### config.mk
export PLATFORM = sky130hd
export DESIGN_NAME = pipeline_ctrl
export DESIGN_NICKNAME = d
export VERILOG_FILES = /design/src/rtl/pipeline_ctrl.sv
export SDC_FILE = /design/constraint.sdc
export NUM_CORES = 1
export LEC_CHECK = 0
export BUFFER_PORTS_ARGS = -buffer_cell sky130_fd_sc_hd__buf_2
export CORE_UTILIZATION = 50
export DETAILED_ROUTE_END_ITERATION = 10
export GPL_TIMING_DRIVEN = 0
export PLACE_DENSITY = 0.77
export SETUP_SLACK_MARGIN = 0.05
export SLEW_MARGIN = 20
export SYNTH_ARGS = -nofsm -noshare
export SYNTH_HDL_FRONTEND = slang
export SYNTH_SLANG_ARGS = --single-unit
### constraint.sdc
create_clock -name clk -period 3.6 [get_ports clk]
set_input_delay 1.08 -clock clk [delete_from_list [all_inputs] [get_ports clk]]
set_output_delay 1.08 -clock clk [all_outputs]
set_load 0.03 [all_outputs]
### src/rtl/pipeline_ctrl.sv
// Pipeline sequencer: arbitrates memory wait states, taken-branch flushes and data hazards
// into ready/flush/freeze controls, and keeps saturating stall/flush counters.
module pipeline_ctrl #(
  parameter int unsigned CNT_W = 16
) (
  input  logic             clk,
  input  logic             rst,
  input  logic             fwd_en,
  input  logic [3:0]       id_src1,
  input  logic [3:0]       id_src2,
  input  logic             id_use_src1,
  input  logic             id_use_src2,
  input  logic             exe_wb_en,
  input  logic             exe_mem_r_en,
  input  logic [3:0]       exe_dest,
  input  logic             mem_wb_en,
  input  logic [3:0]       mem_dest,
  input  logic             branch_taken,
  input  logic             mem_req,
  input  logic             mem_ready,
  input  logic             cnt_clr,
  output logic             pipe_ready,
  output logic             freeze_if,
  output logic             freeze_id,
  output logic             flush_if_id,
  output logic             flush_id_ex,
  output logic [CNT_W-1:0] stall_cnt,
  output logic [CNT_W-1:0] flush_cnt
);

  typedef enum logic [1:0] {StIdle, StWait, StRelease} state_e;

  state_e           state_q, state_d;
  logic             ready;
  logic             ctrl_en;
  logic             exe_hit, mem_hit, hazard;
  logic             stall_inc, flush_inc;
  logic [CNT_W-1:0] stall_cnt_q, stall_cnt_d;
  logic [CNT_W-1:0] flush_cnt_q, flush_cnt_d;

  assign exe_hit = (id_use_src1 && (id_src1 == exe_dest)) ||
                   (id_use_src2 && (id_src2 == exe_dest));
  assign mem_hit = (id_use_src1 && (id_src1 == mem_dest)) ||
                   (id_use_src2 && (id_src2 == mem_dest));

  // Without forwarding any in-flight writer of a source stalls, not just a load.
  assign hazard = (exe_wb_en && exe_hit && (exe_mem_r_en || !fwd_en)) ||
                  (!fwd_en && mem_wb_en && mem_hit);

  always_comb begin
    state_d = state_q;
    ready   = 1'b1;
    unique case (state_q)
      StIdle: begin
        if (mem_req && !mem_ready) begin
          ready   = 1'b0;
          state_d = StWait;
        end
      end
      StWait: begin
        ready = 1'b0;
        if (mem_ready) state_d = StRelease;
      end
      StRelease: state_d = StIdle;
      default:   state_d = StIdle;
    endcase
  end

  // Controls are forced to their idle values while reset is held.
  assign ctrl_en     = rst && ready;
  assign pipe_ready  = ready || !rst;
  assign flush_if_id = ctrl_en && branch_taken;
  assign flush_id_ex = ctrl_en && (branch_taken || hazard);
  assign freeze_if   = ctrl_en && !branch_taken && hazard;
  assign freeze_id   = freeze_if;

  assign stall_inc = !ready || (hazard && !branch_taken);
  assign flush_inc = ready && branch_taken;

  always_comb begin
    stall_cnt_d = stall_cnt_q;
    flush_cnt_d = flush_cnt_q;
    if (cnt_clr) begin
      stall_cnt_d = '0;
      flush_cnt_d = '0;
    end else begin
      if (stall_inc && (stall_cnt_q != '1)) stall_cnt_d = stall_cnt_q + CNT_W'(1);
      if (flush_inc && (flush_cnt_q != '1)) flush_cnt_d = flush_cnt_q + CNT_W'(1);
    end
  end

  always_ff @(posedge clk or negedge rst) begin
    if (!rst) begin
      state_q     <= StIdle;
      stall_cnt_q <= '0;
      flush_cnt_q <= '0;
    end else begin
      state_q     <= state_d;
      stall_cnt_q <= stall_cnt_d;
      flush_cnt_q <= flush_cnt_d;
    end
  end

  assign stall_cnt = stall_cnt_q;
  assign flush_cnt = flush_cnt_q;

endmodule
=== Yosys cells after proc, flatten, opt, wreduce, memory -nomap -nowiden ===
Index checks and enable logic that the tools add are counted.

* Flip-flop bits (word level): 34
* Bits of input ports: 28
* Output and inout port bits: 37
* Logic and storage cells: 57

* Equal/unequal tests: 9
* Reductions and logical operators: 34
* Add/sub/neg operators: 2
* Mux-type cells: 9

{| class="wikitable"
|+ Operator list
! kind !! count
|-
| $mux 16 || 4
|-
| $add 16x1->16 const B || 2
|-
| $ne 16x16->1 const B || 2
|-
| $logic_and 1x1->1 || 18
|-
| $eq 4x4->1 || 4
|-
| $logic_or 1x1->1 || 7
|-
| $logic_not 1->1 || 5
|-
| $mux 2 || 2
|-
| $ne 2x2->1 const B || 2
|-
| $pmux 2 s2 || 1
|-
| $reduce_bool 2->1 || 2
|-
| $eq 2x1->1 const B || 1
|-
| $logic_not 2->1 || 1
|-
| $pmux 1 s2 || 1
|-
| $reduce_and 2->1 || 1
|-
| $mux 1 || 1
|}

=== Depth between registers and ports, before layout ===
Gate-level depths: netlist of the first run.

* Depth after elaboration: 11
* Gate-level depth with buffers: 8
* Mapped depth without buffers: 8

=== Worst setup path after synthesis of the first run ===
No wires, ideal clock.

* Path type: input to output
* Start point: in id_src1[1]
* End point: out freeze_if
* Buffers on the path: 2
* Stages on the path: 8
* Setup slack: -0.069 ns
* Arrival time: 2.589 ns
* Required time: 2.520 ns
* Cell sequence: xor2_1 > nor3_1 > nand4_1 > o21ai_1 > o21ai_0 > buf_2 > nor2_1 > buf_4

* Longest elaborated chain between the ends: 7
* Elaborated cells between the ends (all ways): 11
* Those cells by class: 2 x eq/ne; 9 x reduce/logical

{| class="wikitable"
|+ Ends and longest elaborated chain
! what !! line !! text
|-
| from (decl) || 9 || <nowiki>input logic [3:0] id_src1,</nowiki>
|-
| $eq 4x4->1 || 41 || <nowiki>assign exe_hit = (id_use_src1 && (id_src1 == exe_dest)) ||</nowiki>
|-
| $logic_and 1x1->1 || 41 ||
|-
| $logic_or 1x1->1 || 41 ||
|-
| $logic_and 1x1->1 (2 in a row) || 47 || <nowiki>assign hazard = (exe_wb_en && exe_hit && (exe_mem_r_en || !fwd_en)) ||</nowiki>
|-
| $logic_or 1x1->1 (*) || 47 ||
|-
| $logic_and 1x1->1 (*) || 74 || <nowiki>assign freeze_if = ctrl_en && !branch_taken && hazard;</nowiki>
|-
| to (decl) || 23 || <nowiki>output logic freeze_if,</nowiki>
|}

Every way passes the cells marked *; elsewhere a longest branch is shown, timed or not.

=== Final worst setup path of the first run ===
Ends and elaborated chain as after synthesis.

==> impl_metrics.env, run 1 <==
export IMPL_io_buffers=63
export IMPL_synthArstFlopShare_pct=100
export IMPL_nets=358
export IMPL_area_growth_pct=23.3
export IMPL_worst_path_stages=10
export IMPL_ant_nets=0
export IMPL_crit_arrival_ns=2.41
export IMPL_leakage_nw=1.32
export IMPL_grt_pass1_vias=2098
export IMPL_finalSetupViolations=0
export IMPL_syn_inst=258
export IMPL_antenna_found_initial=0
export IMPL_ys_flop_type="dfrtp_1"
export IMPL_numCtsBuffers=5
export IMPL_fp_dieArea_um2=4800
export IMPL_tightestPinTransition_ns=0.494
export IMPL_required_ns=2.52
export IMPL_yosys_area_top_type_share_pct=37.6
export IMPL_gp_congestion=0.865
export IMPL_power_density_nw_per_um2=317
export IMPL_slew_headroom_pct=67.0
export IMPL_hold_path_class="reg -> reg"
export IMPL_drive_gt1_share_pct=30.8
export IMPL_grt_pass1_wl_um=9150
export IMPL_initial_core_util_pct=52.0
export IMPL_syn_area_um2=2260
export IMPL_grt_usage_pct=23.6
export IMPL_cts_tree="yes"
export IMPL_hold_viol=0
export IMPL_whs_path_depth=1
export IMPL_start_kind="primary input"
export IMPL_cp_max_fo=3
export IMPL_via_per_inst=5.54
export IMPL_clockBufferDepth=2
export IMPL_dr_first_iter_drc_count=75
export IMPL_crit_chain="buf_2 > xor2_1 > nor3_1 > nand4_1 > o21ai_2 > o21ai_1 > buf_4 > nor2_2 > buf_4 > buf_4"
export IMPL_first_pass_iters=4
export IMPL_ios=65
export IMPL_ys_seq_area_share_pct=37.6
export IMPL_vias=2106
export IMPL_cts_hold_buf=0
export IMPL_postLayoutCoreUtil_pct=64.1
export IMPL_rsz0062_at_grt="yes"
export IMPL_ir_worst_vdd_mv=0.195
export IMPL_clock_sinks=34
export IMPL_synth_area_per_cell_um2=8.77
export IMPL_drc_errors=0
export IMPL_syn_nets=288
export IMPL_yosys_area_top_type="dfrtp_1"
export IMPL_max_freq_mhz=286
export IMPL_outcome="completed"
export IMPL_fin_crit_sh_pct=97.0
export IMPL_cts_root_buf="clkbuf_8"
export IMPL_finalNonFillerCells=380
export IMPL_synth_area_top_cells="dfrtp_1 38%, xor2_1 7.4%, nor2_1 6.6%"
export IMPL_dp_cells=373
export IMPL_mostFrequentLayoutCells="62 x buf_2, 39 x nor2_1, 34 x dfrtp_1, 20 x nand3_1, 19 x xor2_1"
export IMPL_hpwlAfterDp_um=3980
export IMPL_critical_path_class="in -> out"
export IMPL_min_period_ns=3.49
export IMPL_grt_max_degree=37
export IMPL_critPathBufInv=4
export IMPL_clk_pin_slew_ns=0.07
export IMPL_grt_remaining_overflow=0
export IMPL_critPathMaxStageDelay_ns=0.21
export IMPL_h_tree_depth=2
export IMPL_synth_seq_cells=34
export IMPL_antenna_cells=0
export IMPL_routedWlPerCell_um=13.7
export IMPL_critical_path_top_delay_family="buffers and inverters"
export IMPL_cpMaxStageDelayCell="nor3_1"
export IMPL_maxSlewViolCount=0
export IMPL_final_setup_skew_ns=0.00467
export IMPL_synth_edff_count=0
export IMPL_synth_cell_types=42
export IMPL_rr_worst_depth=7
export IMPL_core_um2=4350
export IMPL_die_y_um=69.3
export IMPL_die_w_um=69.3
export IMPL_ys_warn_count=0
export IMPL_drv_cap=0
export IMPL_final_common_cell="buf_2"
export IMPL_crit_path_frequent_cell="buf_4"
export IMPL_cp_end_kind="output pin"
export IMPL_drt_wl_total_um=5190
export IMPL_clock_latency_ns=0.28
export IMPL_num_rows=24
==> flip-flops by register name, indices dropped and copies added, names as in the netlist <==
name / cells
flush_cnt: 16
stall_cnt: 16
state_q: 2
==> through the flow <==
step / area [um2] / setup TNS [ns] / power [mW] / hold slack, ns / worst slack [ns]
6_report: 2790 / 0 / 0.884 / 0.498 / 0.107
5_1_grt: 2790 / 0 / 0.920 / 0.506 / 0.0376
4_1_cts: 2780 / 0 / 0.893 / 0.487 / 0.0572
3_5_place_dp: 2650 / -0.324 / 0.533 / 0.471 / -0.159
3_3_place_gp: 2650 / -0.305 / 0.530 / 0.448 / -0.164
2_1_floorplan: 2260 / 0 / 0.480 / 0.437 / 0.0917
==> final cells by class <==
| cell class | instances | area, um2 |
|---|---|---|
| Sequential cell | 34 | 851 |
| Inverter | 2 | 7.51 |
| Clock buffer | 6 | 82.6 |
| Fill cell | 403 | 1570 |
| Tap cell | 52 | 65.1 |
| Multi-Input combinational cell | 212 | 1380 |
| Timing Repair Buffer | 64 | 328 |
| Buffer | 9 | 42.5 |
| Clock inverter | 1 | 30.0 |
==> repair_timing <==
item,4_1_cts,5_1_grt
setup buffers,0,1
setup endpoints to repair,4,3
gates cloned,0,0
resized for setup,7,3
pin swaps,0,0
==> cell usage after synthesis, types with 2 or more instances <==
master	count
and4_1	2
mux2_2	11
nand2_1	16
clkbuf_1	7
a21oi_1	6
nand3_2	2
mux2i_1	3
a211oi_1	5
or3_1	2
nand3_1	20
ha_1	2
xor2_1	19
a41oi_1	2
nor2_1	40
inv_1	2
nor2_2	3
and3_1	6
nand4_1	7
nor3b_1	3
nor3_1	9
and3_2	2
nand2b_1	3
nor2b_1	15
xnor2_1	11
and2_1	3
dfrtp_1	34
nor4_1	6
o21ai_0	3
==> layer usage <==
metal	up-vias	part of all wire [%]	global-route usage (%)
met5	-	0	0
met4	0	1.1	7.48
met3	6	4.4	4.65
met2	51	52	42.1
met1	1000	43	28.5
li1	1049	-	-
==> kinds of logic after synthesis <==
| kind of cell | Yosys count | synth area share, % |
|---|---|---|
| AOI/OAI and AO/OA | 22 | 7.02 |
| xor gates and xnor gates | 30 | 11.6 |
| adders and majority gates | 2 | 1.11 |
| buffers and inverters | 12 | 2.21 |
| DFF | 34 | 37.6 |
| muxes | 15 | 7.30 |
| and+or+nand+nor | 143 | 33.1 |
==> worst paths after layout <==
check / startpoint / endpoint / slack, ns
min in group asynchronous: rst / flush_cnt[13] / 0.78
max in group asynchronous: rst / stall_cnt[5] / 2.49
worst min-delay path: state_q[1] / state_q[0] / 0.50
worst min register to register: state_q[1] / state_q[0] / 0.50
worst max register to register: stall_cnt[2] / stall_cnt[11] / 1.37
worst max-delay path: id_src1[1] / freeze_if / 0.11
==> where the power goes <==
part / internal (mW) / leakage, nW / total, mW / switching, mW
clock network: 0.221 / 0.0573 / 0.355 / 0.134
registers: 0.389 / 0.471 / 0.398 / 0.00890
logic: 0.0489 / 0.794 / 0.131 / 0.0821
No activity file was read; power rests on OpenSTA's default activity.
==> run 2: changes to the inputs <==
- PLACE_DENSITY: 0.77 -> 0.78
- SETUP_SLACK_MARGIN: 0.05 -> 0.15
==> impl_metrics.env, run 2 (same netlist as run 1, synthesis figures left out) <==
export IMPL_min_period_ns=3.47
export IMPL_grt_pass1_wl_um=8740
export IMPL_die_y_um=69.3
export IMPL_wl_met1_um=2350
export IMPL_cts_root_buf="clkbuf_8"
export IMPL_clock_latency_ns=0.29
export IMPL_clk_pin_slew_ns=0.07
export IMPL_fin_crit_sh_pct=96.5
export IMPL_hold_path_class="reg -> reg"
export IMPL_critical_path_class="in -> out"
export IMPL_dr_first_iter_drc_count=97
export IMPL_ir_worst_vdd_mv=0.235
export IMPL_first_pass_iters=4
export IMPL_antenna_found_initial=0
export IMPL_drc_errors=0
export IMPL_cp_max_fo=3
export IMPL_h_tree_depth=2
export IMPL_grt_pass1_vias=1958
export IMPL_drt_wl_total_um=5360
export IMPL_nets=359
export IMPL_antenna_cells=0
export IMPL_final_setup_skew_ns=0.00615
export IMPL_setup_ws_ns=0.126
export IMPL_io_buffers=63
export IMPL_whs_ns=0.493
export IMPL_outcome="completed"
export IMPL_highest_signal_layer="met4"
export IMPL_routedWlPerCell_um=14.0
export IMPL_dp_cells=373
export IMPL_slew_headroom_pct=62.7
export IMPL_start_kind="primary input"
export IMPL_fillers=375
export IMPL_vias=2079
export IMPL_wl_met2_um=2710
export IMPL_maxSlewViolCount=0
export IMPL_finalNonFillerCells=382
export IMPL_die_w_um=69.3
export IMPL_rsz0062_at_grt="yes"
export IMPL_final_common_cell="buf_2"
export IMPL_postLayoutCoreUtil_pct=66.4
export IMPL_finalSetupViolations=0
export IMPL_grt_remaining_overflow=0
export IMPL_pre_cts_ws_ns=-0.149
export IMPL_clock_sinks=34
export IMPL_ant_nets=0
export IMPL_required_ns=2.52
export IMPL_num_rows=24
export IMPL_fp_dieArea_um2=4800
export IMPL_tightestPinTransition_ns=0.558
export IMPL_numCtsBuffers=5
export IMPL_core_um2=4350
export IMPL_ios=65
export IMPL_cts_hold_buf=0
export IMPL_clockBufferDepth=2
export IMPL_hpwlAfterDp_um=3890
export IMPL_area_growth_pct=27.8
export IMPL_max_freq_mhz=288
export IMPL_drive_gt1_share_pct=32.7
export IMPL_grt_usage_pct=22.5
export IMPL_drv_cap=0
export IMPL_gp_congestion=0.840
export IMPL_wl_met3_um=230
export IMPL_power_density_nw_per_um2=334
export IMPL_initial_core_util_pct=52.0
export IMPL_leakage_nw=1.36
export IMPL_tns_ns=0
export IMPL_cp_end_kind="output pin"
export IMPL_cts_tree="yes"
export IMPL_mostFrequentLayoutCells="57 x buf_2, 39 x nor2_1, 34 x dfrtp_1, 19 x nand3_1, 19 x xor2_1"
export IMPL_via_per_inst=5.44
export IMPL_crit_arrival_ns=2.39
export IMPL_hold_viol=0
export IMPL_grt_max_degree=37
==> run 2: worst paths after layout <==
| check | startpoint | end | slack (ns) | depth (start not counted) |
|---|---|---|---|---|
| max in group asynchronous | rst | stall_cnt[10] | 2.52 | 1 |
| min | state_q[1] | state_q[0] | 0.49 | 1 |
| max | mem_wb_en | freeze_if | 0.13 | 10 |
| min reg2reg | state_q[1] | state_q[0] | 0.49 | 1 |
| max reg2reg | stall_cnt[2] | stall_cnt[13] | 1.40 | 7 |
| min in group asynchronous | rst | flush_cnt[11] | 0.74 | 1 |
==> run 2: routing by layer <==
layer  up-vias  global-route usage [%]
met4         0                    8.16
li1       1040                       -
met5         -                       0
met1       977                    27.5
met3         6                    4.07
met2        56                    39.5
==> run 2: layout make-up <==
type / count / area, um2 / share of cell area (%)
buffer: 9 / 52.6 / 1.82
multi-input combinational: 212 / 1410 / 48.9
sequential: 34 / 851 / 29.4
timing repair buffer: 65 / 364 / 12.6
clock inverter: 3 / 68.8 / 2.38
tap: 52 / 65.1 / 2.25
inverter: 2 / 7.51 / 0.260
clock buffer: 5 / 68.8 / 2.38
==> run 2: repair_timing <==
| action | CTS | global route |
|---|---|---|
| setup buffers | 1 | 1 |
| pin swaps | 2 | 5 |
| endpoints found under the setup margin | 4 | 4 |
| hold endpoints to repair | 0 | 0 |
| resized for setup | 9 | 18 |
==> run 2: critical path, stage by stage <==
cell,delay [ns]
buf_2,0.08
nor2b_2,0.18
nand3_2,0.11
nor4_2,0.24
a31o_2,0.18
o21ai_2,0.08
buf_6,0.13
nor2_4,0.11
buf_6,0.10
buf_6,0.11
==> run 2: through the flow <==
stage	total power [mW]	cell area (um2)
final	0.964	2890
after global routing	1.01	2890
after CTS	0.964	2820
after detailed placement	0.533	2650
after global placement	0.531	2650
after floorplan	0.480	2270
==> run 2: power breakdown <==
part	switching, mW	total, mW	internal (mW)
combinational	0.0862	0.141	0.0545
sequential	0.00857	0.397	0.389
clock	0.149	0.426	0.277
